$ cat src/rtl/cpu_pkg.sv
`default_nettype none
// ============================================================================
// Module      : cpu_pkg
// Description : Opcodes, status-bit indices and instruction field positions
//               shared by the 4-bit CPU datapath and its control FSM.
// Revision    : 1.0 - initial release
// ============================================================================
package cpu_pkg;

    localparam logic [3:0] OP_MOV  = 4'b0101;
    localparam logic [3:0] OP_ADD  = 4'b1000;
    localparam logic [3:0] OP_SUB  = 4'b1001;
    localparam logic [3:0] OP_AND  = 4'b1010;
    localparam logic [3:0] OP_OR   = 4'b1011;
    localparam logic [3:0] OP_XOR  = 4'b1100;
    localparam logic [3:0] OP_NOT  = 4'b1101;
    localparam logic [3:0] OP_SHL  = 4'b1110;
    localparam logic [3:0] OP_HALT = 4'b1111;

    // Status register layout {Z,C,N,V}
    localparam int STAT_Z = 3;
    localparam int STAT_C = 2;
    localparam int STAT_N = 1;
    localparam int STAT_V = 0;

    localparam int IR_OP_LSB  = 8;
    localparam int IR_OP_W    = 4;
    localparam int IR_RD_LSB  = 6;
    localparam int IR_RS_LSB  = 4;
    localparam int IR_REG_W   = 2;
    localparam int IR_IMM_LSB = 0;
    localparam int IR_IMM_W   = 4;

endpackage
`default_nettype wire

$ cat src/rtl/cpu_datapath_if.sv
`default_nettype none
// ============================================================================
// Module      : cpu_datapath_if
// Description : Control-strobe, status and instruction-memory bus between the
//               control FSM (master) and the datapath (slave).
//               Debug read port present only with CPU_DATAPATH_DEBUG_EN.
// Revision    : 1.0 - initial release
// ============================================================================
interface cpu_datapath_if #(
    parameter int DATA_W  = 4,
    parameter int PC_W    = 4,
    parameter int INSTR_W = 12
);
    logic               ir_load_en;
    logic               reg_write_en;
    logic               alu_en;
    logic               jump_en;
    logic               halt;
    logic [3:0]         alu_opcode;
    logic [PC_W-1:0]    imem_addr;
    logic [INSTR_W-1:0] imem_data;
    logic [3:0]         opcode;
    logic [3:0]         status_reg;
    logic [DATA_W-1:0]  alu_result;
    logic               halted;
`ifdef CPU_DATAPATH_DEBUG_EN
    logic [1:0]         dbg_sel;
    logic [DATA_W-1:0]  dbg_data;
`endif

    modport master (
        output ir_load_en, reg_write_en, alu_en, jump_en, halt, alu_opcode,
        output imem_data,
        input  imem_addr, opcode, status_reg, alu_result, halted
`ifdef CPU_DATAPATH_DEBUG_EN
        , output dbg_sel
        , input  dbg_data
`endif
    );

    modport slave (
        input  ir_load_en, reg_write_en, alu_en, jump_en, halt, alu_opcode,
        input  imem_data,
        output imem_addr, opcode, status_reg, alu_result, halted
`ifdef CPU_DATAPATH_DEBUG_EN
        , input  dbg_sel
        , output dbg_data
`endif
    );

endinterface
`default_nettype wire

$ cat src/rtl/cpu_alu.sv
`default_nettype none
// ============================================================================
// Module      : cpu_alu
// Description : Combinational ALU; returns result and {Z,C,N,V} flags.
// Revision    : 1.0 - initial release
// ============================================================================
module cpu_alu
    import cpu_pkg::*;
#(
    parameter int DATA_W = 4
) (
    input  wire logic [3:0]        op_i,
    input  wire logic [DATA_W-1:0] a_i,
    input  wire logic [DATA_W-1:0] b_i,
    output logic      [DATA_W-1:0] result_o,
    output logic      [3:0]        flags_o
);
    localparam int MSB = DATA_W - 1;

    logic [DATA_W-1:0] w_res;
    logic              w_c;
    logic              w_v;

    always_comb begin
        w_res = '0;
        w_c   = 1'b0;
        w_v   = 1'b0;
        case (op_i)
            OP_ADD: begin
                {w_c, w_res} = {1'b0, a_i} + {1'b0, b_i};
                w_v = (a_i[MSB] == b_i[MSB]) && (w_res[MSB] != a_i[MSB]);
            end
            OP_SUB: begin
                w_res = a_i - b_i;
                // Carry is "no borrow", i.e. A >= B unsigned
                w_c   = (a_i >= b_i);
                w_v   = (a_i[MSB] != b_i[MSB]) && (w_res[MSB] != a_i[MSB]);
            end
            OP_AND: w_res = a_i & b_i;
            OP_OR:  w_res = a_i | b_i;
            OP_XOR: w_res = a_i ^ b_i;
            OP_NOT: w_res = ~b_i;
            OP_SHL: begin
                w_res = {a_i[MSB-1:0], 1'b0};
                w_c   = a_i[MSB];
            end
            OP_MOV, OP_HALT: w_res = '0;
            default:         w_res = '0;
        endcase
    end

    always_comb begin
        flags_o         = '0;
        flags_o[STAT_Z] = (w_res == '0);
        flags_o[STAT_C] = w_c;
        flags_o[STAT_N] = w_res[MSB];
        flags_o[STAT_V] = w_v;
    end

    assign result_o = w_res;

endmodule
`default_nettype wire

$ cat src/rtl/cpu_datapath.sv
`default_nettype none
// ============================================================================
// Module      : cpu_datapath
// Description : Strobe-driven 4-bit CPU datapath: PC, IR, register file, ALU
//               result latch, status register and sticky halted bit.
//               Optional macro CPU_DATAPATH_DEBUG_EN adds a register read port.
// Revision    : 1.0 - initial release
// ============================================================================
module cpu_datapath
    import cpu_pkg::*;
#(
    parameter int DATA_W   = 4,
    parameter int PC_W     = 4,
    parameter int NUM_REGS = 4,
    parameter int INSTR_W  = 12
) (
    input  wire logic     clk,
    input  wire logic     reset,
    cpu_datapath_if.slave bus
);
    logic [PC_W-1:0]    pc_q, pc_d;
    logic [INSTR_W-1:0] ir_q, ir_d;
    logic [DATA_W-1:0]  alu_result_q, alu_result_d;
    logic [3:0]         status_q, status_d;
    logic               halted_q, halted_d;
    logic [DATA_W-1:0]  regs_q [NUM_REGS];
    logic               rf_we_d;
    logic [DATA_W-1:0]  rf_wdata_d;

    logic                w_frozen;
    logic [IR_OP_W-1:0]  w_opcode;
    logic [IR_REG_W-1:0] w_rd;
    logic [IR_REG_W-1:0] w_rs;
    logic [IR_IMM_W-1:0] w_imm;
    logic [DATA_W-1:0]   w_alu_res;
    logic [3:0]          w_alu_flags;

    assign w_frozen = bus.halt | halted_q;
    assign w_opcode = ir_q[IR_OP_LSB  +: IR_OP_W];
    assign w_rd     = ir_q[IR_RD_LSB  +: IR_REG_W];
    assign w_rs     = ir_q[IR_RS_LSB  +: IR_REG_W];
    assign w_imm    = ir_q[IR_IMM_LSB +: IR_IMM_W];

    cpu_alu #(
        .DATA_W (DATA_W)
    ) u_alu (
        .op_i     (bus.alu_opcode),
        .a_i      (regs_q[w_rd]),
        .b_i      (regs_q[w_rs]),
        .result_o (w_alu_res),
        .flags_o  (w_alu_flags)
    );

    always_comb begin
        pc_d         = pc_q;
        ir_d         = ir_q;
        alu_result_d = alu_result_q;
        status_d     = status_q;
        halted_d     = halted_q | bus.halt;
        rf_we_d      = 1'b0;
        rf_wdata_d   = alu_result_q;
        if (!w_frozen) begin
            if (bus.ir_load_en) begin
                ir_d = bus.imem_data;
                pc_d = pc_q + PC_W'(1);
            end
            // Jump target is the imm of the IR held before this edge
            if (bus.jump_en) begin
                pc_d = PC_W'(w_imm);
            end
            if (bus.alu_en) begin
                alu_result_d = w_alu_res;
                status_d     = w_alu_flags;
            end
            if (bus.reg_write_en) begin
                rf_we_d    = 1'b1;
                rf_wdata_d = (w_opcode == OP_MOV) ? DATA_W'(w_imm) : alu_result_q;
            end
        end
    end

    always_ff @(posedge clk) begin
        if (reset) begin
            pc_q         <= '0;
            ir_q         <= '0;
            alu_result_q <= '0;
            status_q     <= '0;
            halted_q     <= 1'b0;
            for (int i = 0; i < NUM_REGS; i++) begin
                regs_q[i] <= '0;
            end
        end else begin
            pc_q         <= pc_d;
            ir_q         <= ir_d;
            alu_result_q <= alu_result_d;
            status_q     <= status_d;
            halted_q     <= halted_d;
            if (rf_we_d) begin
                regs_q[w_rd] <= rf_wdata_d;
            end
        end
    end

    assign bus.imem_addr  = pc_q;
    assign bus.opcode     = w_opcode;
    assign bus.status_reg = status_q;
    assign bus.alu_result = alu_result_q;
    assign bus.halted     = halted_q;

`ifdef CPU_DATAPATH_DEBUG_EN
    assign bus.dbg_data = regs_q[bus.dbg_sel];
`endif

endmodule
`default_nettype wire

$ cat src/flat_wrapper.sv
// flat-port wrapper written by rule: the top's interface ports become plain ports
module cpu_datapath_flat import cpu_pkg::*;
#(
    parameter int DATA_W   = 4,
    parameter int PC_W     = 4,
    parameter int NUM_REGS = 4,
    parameter int INSTR_W  = 12
)
  (clk, reset, bus_ir_load_en, bus_reg_write_en, bus_alu_en, bus_jump_en, bus_halt, bus_alu_opcode, bus_imem_data, bus_imem_addr, bus_opcode, bus_status_reg, bus_alu_result, bus_halted);
  cpu_datapath_if #(.DATA_W(DATA_W), .PC_W(PC_W), .INSTR_W(INSTR_W)) bus_i ();
  input  wire logic clk;
  input  wire logic reset;
  input wire logic [$bits(bus_i.ir_load_en)-1:0] bus_ir_load_en;
  input wire logic [$bits(bus_i.reg_write_en)-1:0] bus_reg_write_en;
  input wire logic [$bits(bus_i.alu_en)-1:0] bus_alu_en;
  input wire logic [$bits(bus_i.jump_en)-1:0] bus_jump_en;
  input wire logic [$bits(bus_i.halt)-1:0] bus_halt;
  input wire logic [$bits(bus_i.alu_opcode)-1:0] bus_alu_opcode;
  input wire logic [$bits(bus_i.imem_data)-1:0] bus_imem_data;
  output wire logic [$bits(bus_i.imem_addr)-1:0] bus_imem_addr;
  output wire logic [$bits(bus_i.opcode)-1:0] bus_opcode;
  output wire logic [$bits(bus_i.status_reg)-1:0] bus_status_reg;
  output wire logic [$bits(bus_i.alu_result)-1:0] bus_alu_result;
  output wire logic [$bits(bus_i.halted)-1:0] bus_halted;
  assign bus_i.ir_load_en = bus_ir_load_en;
  assign bus_i.reg_write_en = bus_reg_write_en;
  assign bus_i.alu_en = bus_alu_en;
  assign bus_i.jump_en = bus_jump_en;
  assign bus_i.halt = bus_halt;
  assign bus_i.alu_opcode = bus_alu_opcode;
  assign bus_i.imem_data = bus_imem_data;
  assign bus_imem_addr = bus_i.imem_addr;
  assign bus_opcode = bus_i.opcode;
  assign bus_status_reg = bus_i.status_reg;
  assign bus_alu_result = bus_i.alu_result;
  assign bus_halted = bus_i.halted;
  cpu_datapath #(.DATA_W(DATA_W), .PC_W(PC_W), .NUM_REGS(NUM_REGS), .INSTR_W(INSTR_W)) u_core (.clk(clk), .reset(reset), .bus(bus_i));
endmodule
$ cat config.mk
export PLATFORM = sky130hd
export DESIGN_NAME = cpu_datapath_flat
export DESIGN_NICKNAME = d
export VERILOG_FILES = /design/src/rtl/cpu_pkg.sv /design/src/rtl/cpu_datapath_if.sv /design/src/rtl/cpu_alu.sv /design/src/rtl/cpu_datapath.sv /design/src/flat_wrapper.sv
export SDC_FILE = /design/constraint.sdc
export NUM_CORES = 1
export LEC_CHECK = 0
export ABC_AREA = 1
export CORE_ASPECT_RATIO = 0.7
export CORE_MARGIN = 2
export CORE_UTILIZATION = 35
export CTS_BUF_LIST = sky130_fd_sc_hd__clkbuf_4 sky130_fd_sc_hd__clkbuf_8
export DETAILED_ROUTE_END_ITERATION = 7
export HOLD_SLACK_MARGIN = 0.15
export PLACE_DENSITY_LB_ADDON = 0.08
export RECOVER_POWER = 50
export SLEW_MARGIN = 20
export SYNTH_ARGS = -nofsm -noshare
export SYNTH_HDL_FRONTEND = slang
export SYNTH_HIERARCHICAL = 1
export SYNTH_SLANG_ARGS = --single-unit
$ cat constraint.sdc
create_clock -name clk -period 3 [get_ports clk]
set_input_delay 0.3 -clock clk [delete_from_list [all_inputs] [get_ports clk]]
set_output_delay 0.3 -clock clk [all_outputs]
set_load 0.02 [all_outputs]
==> results of run 1 <==
worst max path at each step:
stage	from	end	cells after the start
floorplan	flip-flop	u_core/bus.alu_result[2]	13
global placement	flip-flop	u_core/bus.alu_result[2]	12
detailed placement	flip-flop	u_core/bus.alu_result[2]	12
CTS	flip-flop	u_core/bus.alu_result[2]	12
global route	flip-flop	u_core/bus.status_reg[3]	14
finish	flip-flop	u_core/bus.alu_result[2]	13
metal layers:
layer / wire length (um) / part of all wire / global-route usage
met1: 3430 / 0.51 / 0.2279
met2: 2832 / 0.42 / 0.2454
met3: 418 / 0.062 / 0.04247
met4: 56 / 0.0083 / 0.04375
met5: 0 / 0 / 0
through the flow:
stage | power, mW | instance area, sq um | cells
3_5_place_dp | 1.087 | 3222 | 501
3_3_place_gp | 1.091 | 3222 | 501
2_1_floorplan | 0.9625 | 2779 | 373
6_report | 1.544 | 3297 | 509
4_1_cts | 1.569 | 3338 | 509
5_1_grt | 1.641 | 3297 | 509
where the power goes:
part | leakage (nW) | internal, mW | switching, mW
clock | 0.0591 | 0.254 | 0.223
sequential | 0.404 | 0.664 | 0.0280
combinational | 0.937 | 0.148 | 0.227
total | 1.40 | 1.07 | 0.478
final cells by class:
| class | instances | area share |
|---|---|---|
| multi-input combinational | 266 | 0.4266 |
| sequential | 45 | 0.3218 |
| timing repair buffer | 41 | 0.1230 |
| inverter | 48 | 0.05503 |
| tap | 101 | 0.03833 |
| clock buffer | 5 | 0.02087 |
| clock inverter | 3 | 0.01442 |
kinds of logic (layout without fill, tap and decap cells):
logic type	after synthesis	in the layout	share of synthesized area
AOI/OAI and AO/OA	69	69	0.1324
xor gates and xnor gates	2	2	0.006305
adders and majority gates	15	15	0.07294
buffers and inverters	62	97	0.09725
DFF	45	45	0.3818
and+or+nand+nor	180	180	0.3093
cells in the final DEF, fill, tap and decap left out, drive strengths merged, types with 13 or more instances in the layout:
| cell type | instances |
|---|---|
| ha | 13 |
| dfxtp | 29 |
| edfxtp | 16 |
| nor2 | 82 |
| nand3 | 34 |
| clkdlybuf4s50 | 30 |
| nand2 | 53 |
| a21oi | 13 |
| o21ai | 46 |
| inv | 48 |
what timing repair did:
action	4_1_cts	5_1_grt
resized for setup	0	1
buffers inserted	0	0
setup endpoints to repair	0	2
critical path, cell delays in order, from the launching register on:
cell and delay (ps):
dfxtp_1 390, inv_1 210, nor2_1 60, o22ai_1 250
inv_1 110, ha_1 250, fa_1 420, or2_2 290
nand3_1 80, nand3_1 70, nor2_1 160, inv_1 60
o21ai_0 180, a21oi_1 60
==> results.toml, run 1 <==
[status]
status = "finished clean"

[sta]
grt_setup_unrepaired = "false"
timing.final.crit_share = 0.9007
finalSetupViolCount = 0
slew_viol_final = 0
timing.slew.headroom = 0.5020
min_period_ps = 2702
setup_ws_ps = 297.9
fmax_mhz = 370.1
hold_viol_final = 0
whs_ps = 480.1
tightest_slew_ps = 746.2
fin_worst_skew_ps = 10.28
fin_setup_tns_ps = 0

[placed_design]
io_buffers = 39
gp_congestion = 0.9400
place_ws_ps = 296.0
dp_hpwl_um = 5281

[synth]
ys_ff_latch = 45
synth-main-ff-cell = "dfxtp_1"
synth-warning-count = 6
synthTopCellsByArea = "dfxtp_1 (21%), edfxtp_1 (17%), nor2_1 (9.7%)"
yosysTopAreaCell = "dfxtp_1"
synth_area_sq_um = 2779
ys_seq_area_frac = 0.3818
synth_cell_types = 35
synth_area_per_cell_sq_um = 7.450
syn_nets = 411
synth_top_area_share = 0.2089
async_flop_share = 0
yosysMostFrequentCell = "nor2_1"
synth_edf_count = 16
syn_inst = 373
synth_top_cells_by_count = "nor2_1 (72), nand2_1 (46), inv_1 (35)"

[setup_path]
cp_max_fo = 9
cp_data_arrival_time_ps = 2880
critPathKind = "flip-flop to flip-flop"
worstPathRequired_ps = 3180
start_kind = "flip-flop"
rrSetupSlack_ps = 300
end_kind = "flip-flop"
rr_worst_depth = 13
r2r_end = "u_core/bus.alu_result[2]"

[layout]
drive_gt1_frac = 0.08824
largest_reg_flops = 16
diodes = 0
largest_register = "u_core/regs_q"
fin_nets = 445
postLayoutCoreUtil = 0.4243
seq_area_sq_um = 1061
nFillCells = 824
multi_input_area_sq_um = 1406
syn_to_final_growth_pct = 18.64
largestRegisters = "u_core/regs_q (16), u_core/ir_q (12)"

[grt]
overflow = 0
grt_pass1_vias = 2364
antenna_found_initial = 0
grt_pass1_wl_um = 11450
groute.usage.overall = 0.1618
grt_max_degree = 28

[floorplanning]
num_rows = 27
die_y_um = 78.55
core-area_sq_um = 7770
io_pins = 40
die_w_um = 110.5
dieArea_sq_um = 8680
start_util = 0.3576

[pwr]
leakagePower_nw = 1.399
peakVddDrop_mv = 0.2165
p_per_area_nw_per_um2 = 468.5

[min_path]
hold_depth = 2
min_to = "u_core/ir_q[11]"
hp-class = "flip-flop to flip-flop"
min-delay-start = "u_core/ir_q[11]"

[clocking]
cts_sinks = 45
cts_buffers = 5
insertion_delay_ps = 300
clk_path_buf_depth = 2
cts_tree = "built"
root_buffer = "clkbuf_8"
clk_pin_slew_ps = 90
cts_hold_buf = 0
cts_htree_levels = 2

[detailed_routing]
wl_um = 6737
drt_pass1_iterations = 4
post_drt_via_cell_ratio = 4.786
via_count = 2436
wl_per_cell_um = 13.24
drc = 0
drtIter0Drc = 163
ant_nets = 0

[run]
max_cap_viol_count = 0
No activity file was read; power rests on OpenSTA's default activity.
==> run 2: changes to the inputs <==
ABC_CLOCK_PERIOD_IN_PS = 3310   (was unset)
clock period = 3.31 ns   (was 3 ns; I/O delays follow)
==> run 2 against run 1 <==
  * Sequential power shrank 9.2%
  * Clock skew shrank 2.5 ps
  * First-iteration DRC count shrank 25%
  * Critical path depth grew 1
  * Critical endpoint is now u_core/bus.status_reg[3]
  * Core utilization shrank 0.40 points
  * Global-route usage is essentially flat
  * Clock-buffer cell count is the same
  * Total power shrank 15%
  * Largest cell class unchanged
==> results.toml, run 2 (same netlist as run 1, synthesis figures left out) <==
[floorplanning]
dieArea_sq_um = 8680
start_util = 0.3576
die_w_um = 110.5
io_pins = 40
die_y_um = 78.55
core-area_sq_um = 7770
num_rows = 27

[setup_path]
cp_data_arrival_time_ps = 2990
critPathMostFrequentCell = "nor2_1"
worstPathCellList = "inv_1 > nor2_1 > o22ai_1 > inv_1 > ha_1 > fa_1 > or2_2 > nand3_1 > nand3_1 > nor2_1 > nand2_1 > nor2_1 > o21ai_1 > nor2_1"
cp_max_fo = 9
path_buf_inv = 2
worstPathRequired_ps = 3540
worst_path_largest_cell_delay_ps = 450
cpMaxStageDelayCell = "fa_1"
start_kind = "flip-flop"
rr_worst_depth = 14
crit_family = "simple AND/OR/NAND/NOR gates"
path_depth = 14
end_kind = "flip-flop"
critPathKind = "flip-flop to flip-flop"

[clocking]
post_cts_buffers = 0
cts_htree_levels = 2
clk_pin_slew_ps = 90
cts_buffers = 5
clk_path_buf_depth = 2
ctsResizeCount = 0
cts_sinks = 45
root_buffer = "clkbuf_8"
insertion_delay_ps = 300
cts_hold_buf = 0
cts_tree = "built"

[sta]
finalSetupViolCount = 0
timing.slew.headroom = 0.5040
min_period_ps = 2757
timing.final.crit_share = 0.8328
fin_worst_skew_ps = 7.798
fmax_mhz = 362.8
slew_viol_final = 0
grt_setup_unrepaired = "false"
whs_ps = 484.3
hold_viol_final = 0
fin_setup_tns_ps = 0
setup_ws_ps = 553.4
tightest_slew_ps = 743.3

[status]
status = "finished clean"

[grt]
overflow = 0
grt_pass1_wl_um = 11410
gr-usage-met1 = 0.2304
grt_pass1_vias = 2415
grt_max_degree = 28
antenna_found_initial = 0
grt-busiest-layer = "met2"
grtUsageMet2 = 0.2485
gr-usage-met3 = 0.04093
groute.usage.overall = 0.1620

[layout]
finalNonFillerCells = 507
largestRegisters = "u_core/regs_q (16), u_core/ir_q (12)"
largest_reg_flops = 16
final_cell_mix = "nor2_1 (73), nand2_1 (48), inv_1 (37)"
largest_register = "u_core/regs_q"
drive_gt1_frac = 0.08621
syn_to_final_growth_pct = 17.51
postLayoutCoreUtil = 0.4203
fin_nets = 443
final_common_cell = "nor2_1"
final_area_sq_um = 3266
diodes = 0
nFillCells = 816

[placed_design]
place_ws_ps = 580.5
io_buffers = 39
placedInstanceArea_sq_um = 3207
dp_hpwl_um = 5314
placed_cells = 499
gp_congestion = 0.8554

[detailed_routing]
post_drt_via_cell_ratio = 4.834
drt_pass1_iterations = 5
drtIter0Drc = 123
drc = 0
via_count = 2451
wl_per_cell_um = 13.29
wl_um = 6737
ant_nets = 0

[pwr]
total_power_mw = 1.317
peakVddDrop_mv = 0.1529
p_per_area_nw_per_um2 = 403.4
leakagePower_nw = 1.376

[min_path]
hold_depth = 2
hp-class = "flip-flop to flip-flop"

[run]
max_cap_viol_count = 0
==> run 2: report_power, final <==
group          switching (mW)  internal, mW
clock                   0.200         0.153
combinational           0.206         0.131
sequential             0.0263         0.602
==> run 2: layout make-up <==
cell class / count / area [sq um] / share of cell area
repair buffers: 39 / 390.4 / 0.1195
inverters: 48 / 181.4 / 0.05556
flip-flops and latches: 45 / 1061 / 0.3249
clock buffers: 5 / 68.82 / 0.02107
multi-input cells: 266 / 1413 / 0.4326
clock inverters: 3 / 25.02 / 0.007663
well taps: 101 / 126.4 / 0.03870
==> run 2: final timing paths <==
kind | start | end | slack, ps
setup / recovery | flip-flop | u_core/bus.status_reg[3] | 550
hold reg to reg | u_core/ir_q[9] | u_core/ir_q[9] | 480
hold / removal | u_core/ir_q[9] | u_core/ir_q[9] | 480
setup reg to reg | flip-flop | u_core/bus.status_reg[3] | 550
==> run 2: routing by layer <==
layer,up-vias,routed length (um)
li1,1285,-
met1,1099,3529
met2,63,2744
met3,4,433
met4,0,30
met5,-,0
==> run 2: tightest hold or removal path, stage by stage, from the launching register on <==
cell	delay, ps
dfxtp_1	320
inv_1	60
a21oi_1	60
==> run 3: changes to the inputs <==
ABC_CLOCK_PERIOD_IN_PS = 2700   (was 3310)
clock period = 2.7 ns   (was 3.31 ns; I/O delays follow)
==> run 3 against run 2 <==
  * Sequential power grew 22%
  * Via count up 2.6%
  * Sequential cell count unchanged
  * Routed wire length up 1.7%
  * Final cell count grew 2.0%
  * Clock power is 50% higher
  * Core utilization increased by 1.2 points
  * Die area is the same
  * Clock-buffer cell count unchanged
  * Fmax increased by 12%
  * Setup slack got worse by 320 ps
  * Critical path type unchanged
  * Largest power group unchanged
==> results.toml, run 3 (same netlist as run 1, synthesis figures left out) <==
[clocking]
cts_hold_buf = 0
cts_buffers = 5
cts_htree_levels = 2
clk_path_buf_depth = 2
root_buffer = "clkbuf_8"
cts_sinks = 45
insertion_delay_ps = 300
clk_pin_slew_ps = 90
cts_tree = "built"

[placed_design]
io_buffers = 39
gp_congestion = 0.9339
placed_cells = 506
dp_hpwl_um = 5277

[floorplanning]
core-area_sq_um = 7770
num_rows = 27
start_util = 0.3576
die_w_um = 110.5
die_y_um = 78.55
dieArea_sq_um = 8680
io_pins = 40

[setup_path]
cp_max_fo = 3
start_kind = "flip-flop"
rrSetupSlack_ps = 230
crit_start = "u_core/regs_q[2][0]"
end_kind = "flip-flop"
worstPathCellList = "o21ai_0 > o22ai_1 > ha_1 > fa_1 > or2_1 > nand3_1 > nand3_1 > nor2_1 > inv_1 > o21ai_0 > a21oi_1"
critPathKind = "flip-flop to flip-flop"
worst_path_largest_cell_delay_ps = 430
worstPathRequired_ps = 2880
cp_data_arrival_time_ps = 2650
r2r-start = "u_core/regs_q[2][0]"
cpMaxStageDelayCell = "fa_1"

[detailed_routing]
wl_per_cell_um = 13.25
maxUsedRoutingLayer = "met4"
wl_um = 6850
wl_met3_um = 490
via_count = 2514
drtIter0Drc = 138
post_drt_via_cell_ratio = 4.863
drc = 0
drt_pass1_iterations = 4
m1WireLength_um = 3424
ant_nets = 0
route.met2.wl_um = 2851

[layout]
syn_to_final_growth_pct = 20.85
final_common_cell = "nor2_1"
largestRegisters = "u_core/regs_q (16), u_core/ir_q (12)"
multi_input_area_sq_um = 1398
final_cell_mix = "nor2_1 (75), nand2_1 (49), clkdlybuf4s50_1 (37)"
fin_nets = 453
nFillCells = 807
seq_area_sq_um = 1067
finalNonFillerCells = 517
largest_register = "u_core/regs_q"
drive_gt1_frac = 0.1178
largest_reg_flops = 16
diodes = 0

[grt]
groute.usage.overall = 0.1603
grt_pass1_wl_um = 11260
grt_pass1_vias = 2379
antenna_found_initial = 0
grt_max_degree = 27
overflow = 0

[pwr]
leakagePower_nw = 1.419
peakVddDrop_mv = 0.2321
p_per_area_nw_per_um2 = 517.0
total_power_mw = 1.736

[sta]
whs_ps = 480.0
min_period_ps = 2466
fin_worst_skew_ps = 5.612
timing.slew.headroom = 0.6276
tightest_slew_ps = 552.8
fmax_mhz = 405.5
finalSetupViolCount = 0
hold_viol_final = 0
timing.final.crit_share = 0.9134
slew_viol_final = 0

[min_path]
hp-class = "flip-flop to flip-flop"
min-delay-start = "u_core/ir_q[11]"

[run]
max_cap_viol_count = 0

[status]
status = "finished clean"
[run 3: cell type report]
cell class,count,share of cell area
clock buffer,5,0.02049
inverter,48,0.05514
sequential,45,0.3178
multi-input combinational,266,0.4162
timing repair buffer,49,0.1386
clock inverter,3,0.01416
tap,101,0.03763
[run 3: worst paths after layout]
check	endpoint	cells past startpoint
worst min register to register	u_core/ir_q[11]	2
worst min-delay path	u_core/ir_q[11]	2
worst max register to register	u_core/bus.alu_result[2]	11
worst max-delay path	u_core/bus.alu_result[2]	11
[run 3: stage by stage]
stage / utilization / cell area [sq um] / TNS [ps] / worst slack [ps]
5_1_grt: 0.4322 / 3358 / -18.63 / -18.63
4_1_cts: 0.4345 / 3376 / 0 / 59.81
3_3_place_gp: 0.4195 / 3259 / 0 / 173.6
2_1_floorplan: - / 2779 / 0 / 229.2
6_report: 0.4322 / 3358 / 0 / 233.8
3_5_place_dp: 0.4195 / 3259 / 0 / 89.66
[run 3: routing by layer]
metal | GRT usage | up-vias
met5 | 0 | -
met4 | 0.04000 | 0
met3 | 0.04015 | 8
met2 | 0.2558 | 82
met1 | 0.2185 | 1127
li1 | - | 1297
[run 3: worst max-delay path: cells and delay by family (launching register included)]
kind,cells,cell delay (ps)
AOI/OAI and AO/OA,4,620
DFF,1,420
and+or+nand+nor,4,540
adders and majority gates,2,700
buffers and inverters,1,60
[run 3: timing repair]
action | 4_1_cts | 5_1_grt
endpoints found under the setup margin | 0 | 3
setup buffers | 0 | 3
resized for setup | 0 | 9
[run 3: power by group]
part | total [mW] | switching, mW | internal, mW
Combinational | 0.439 | 0.256 | 0.183
Clock | 0.529 | 0.246 | 0.282
Sequential | 0.769 | 0.0312 | 0.738
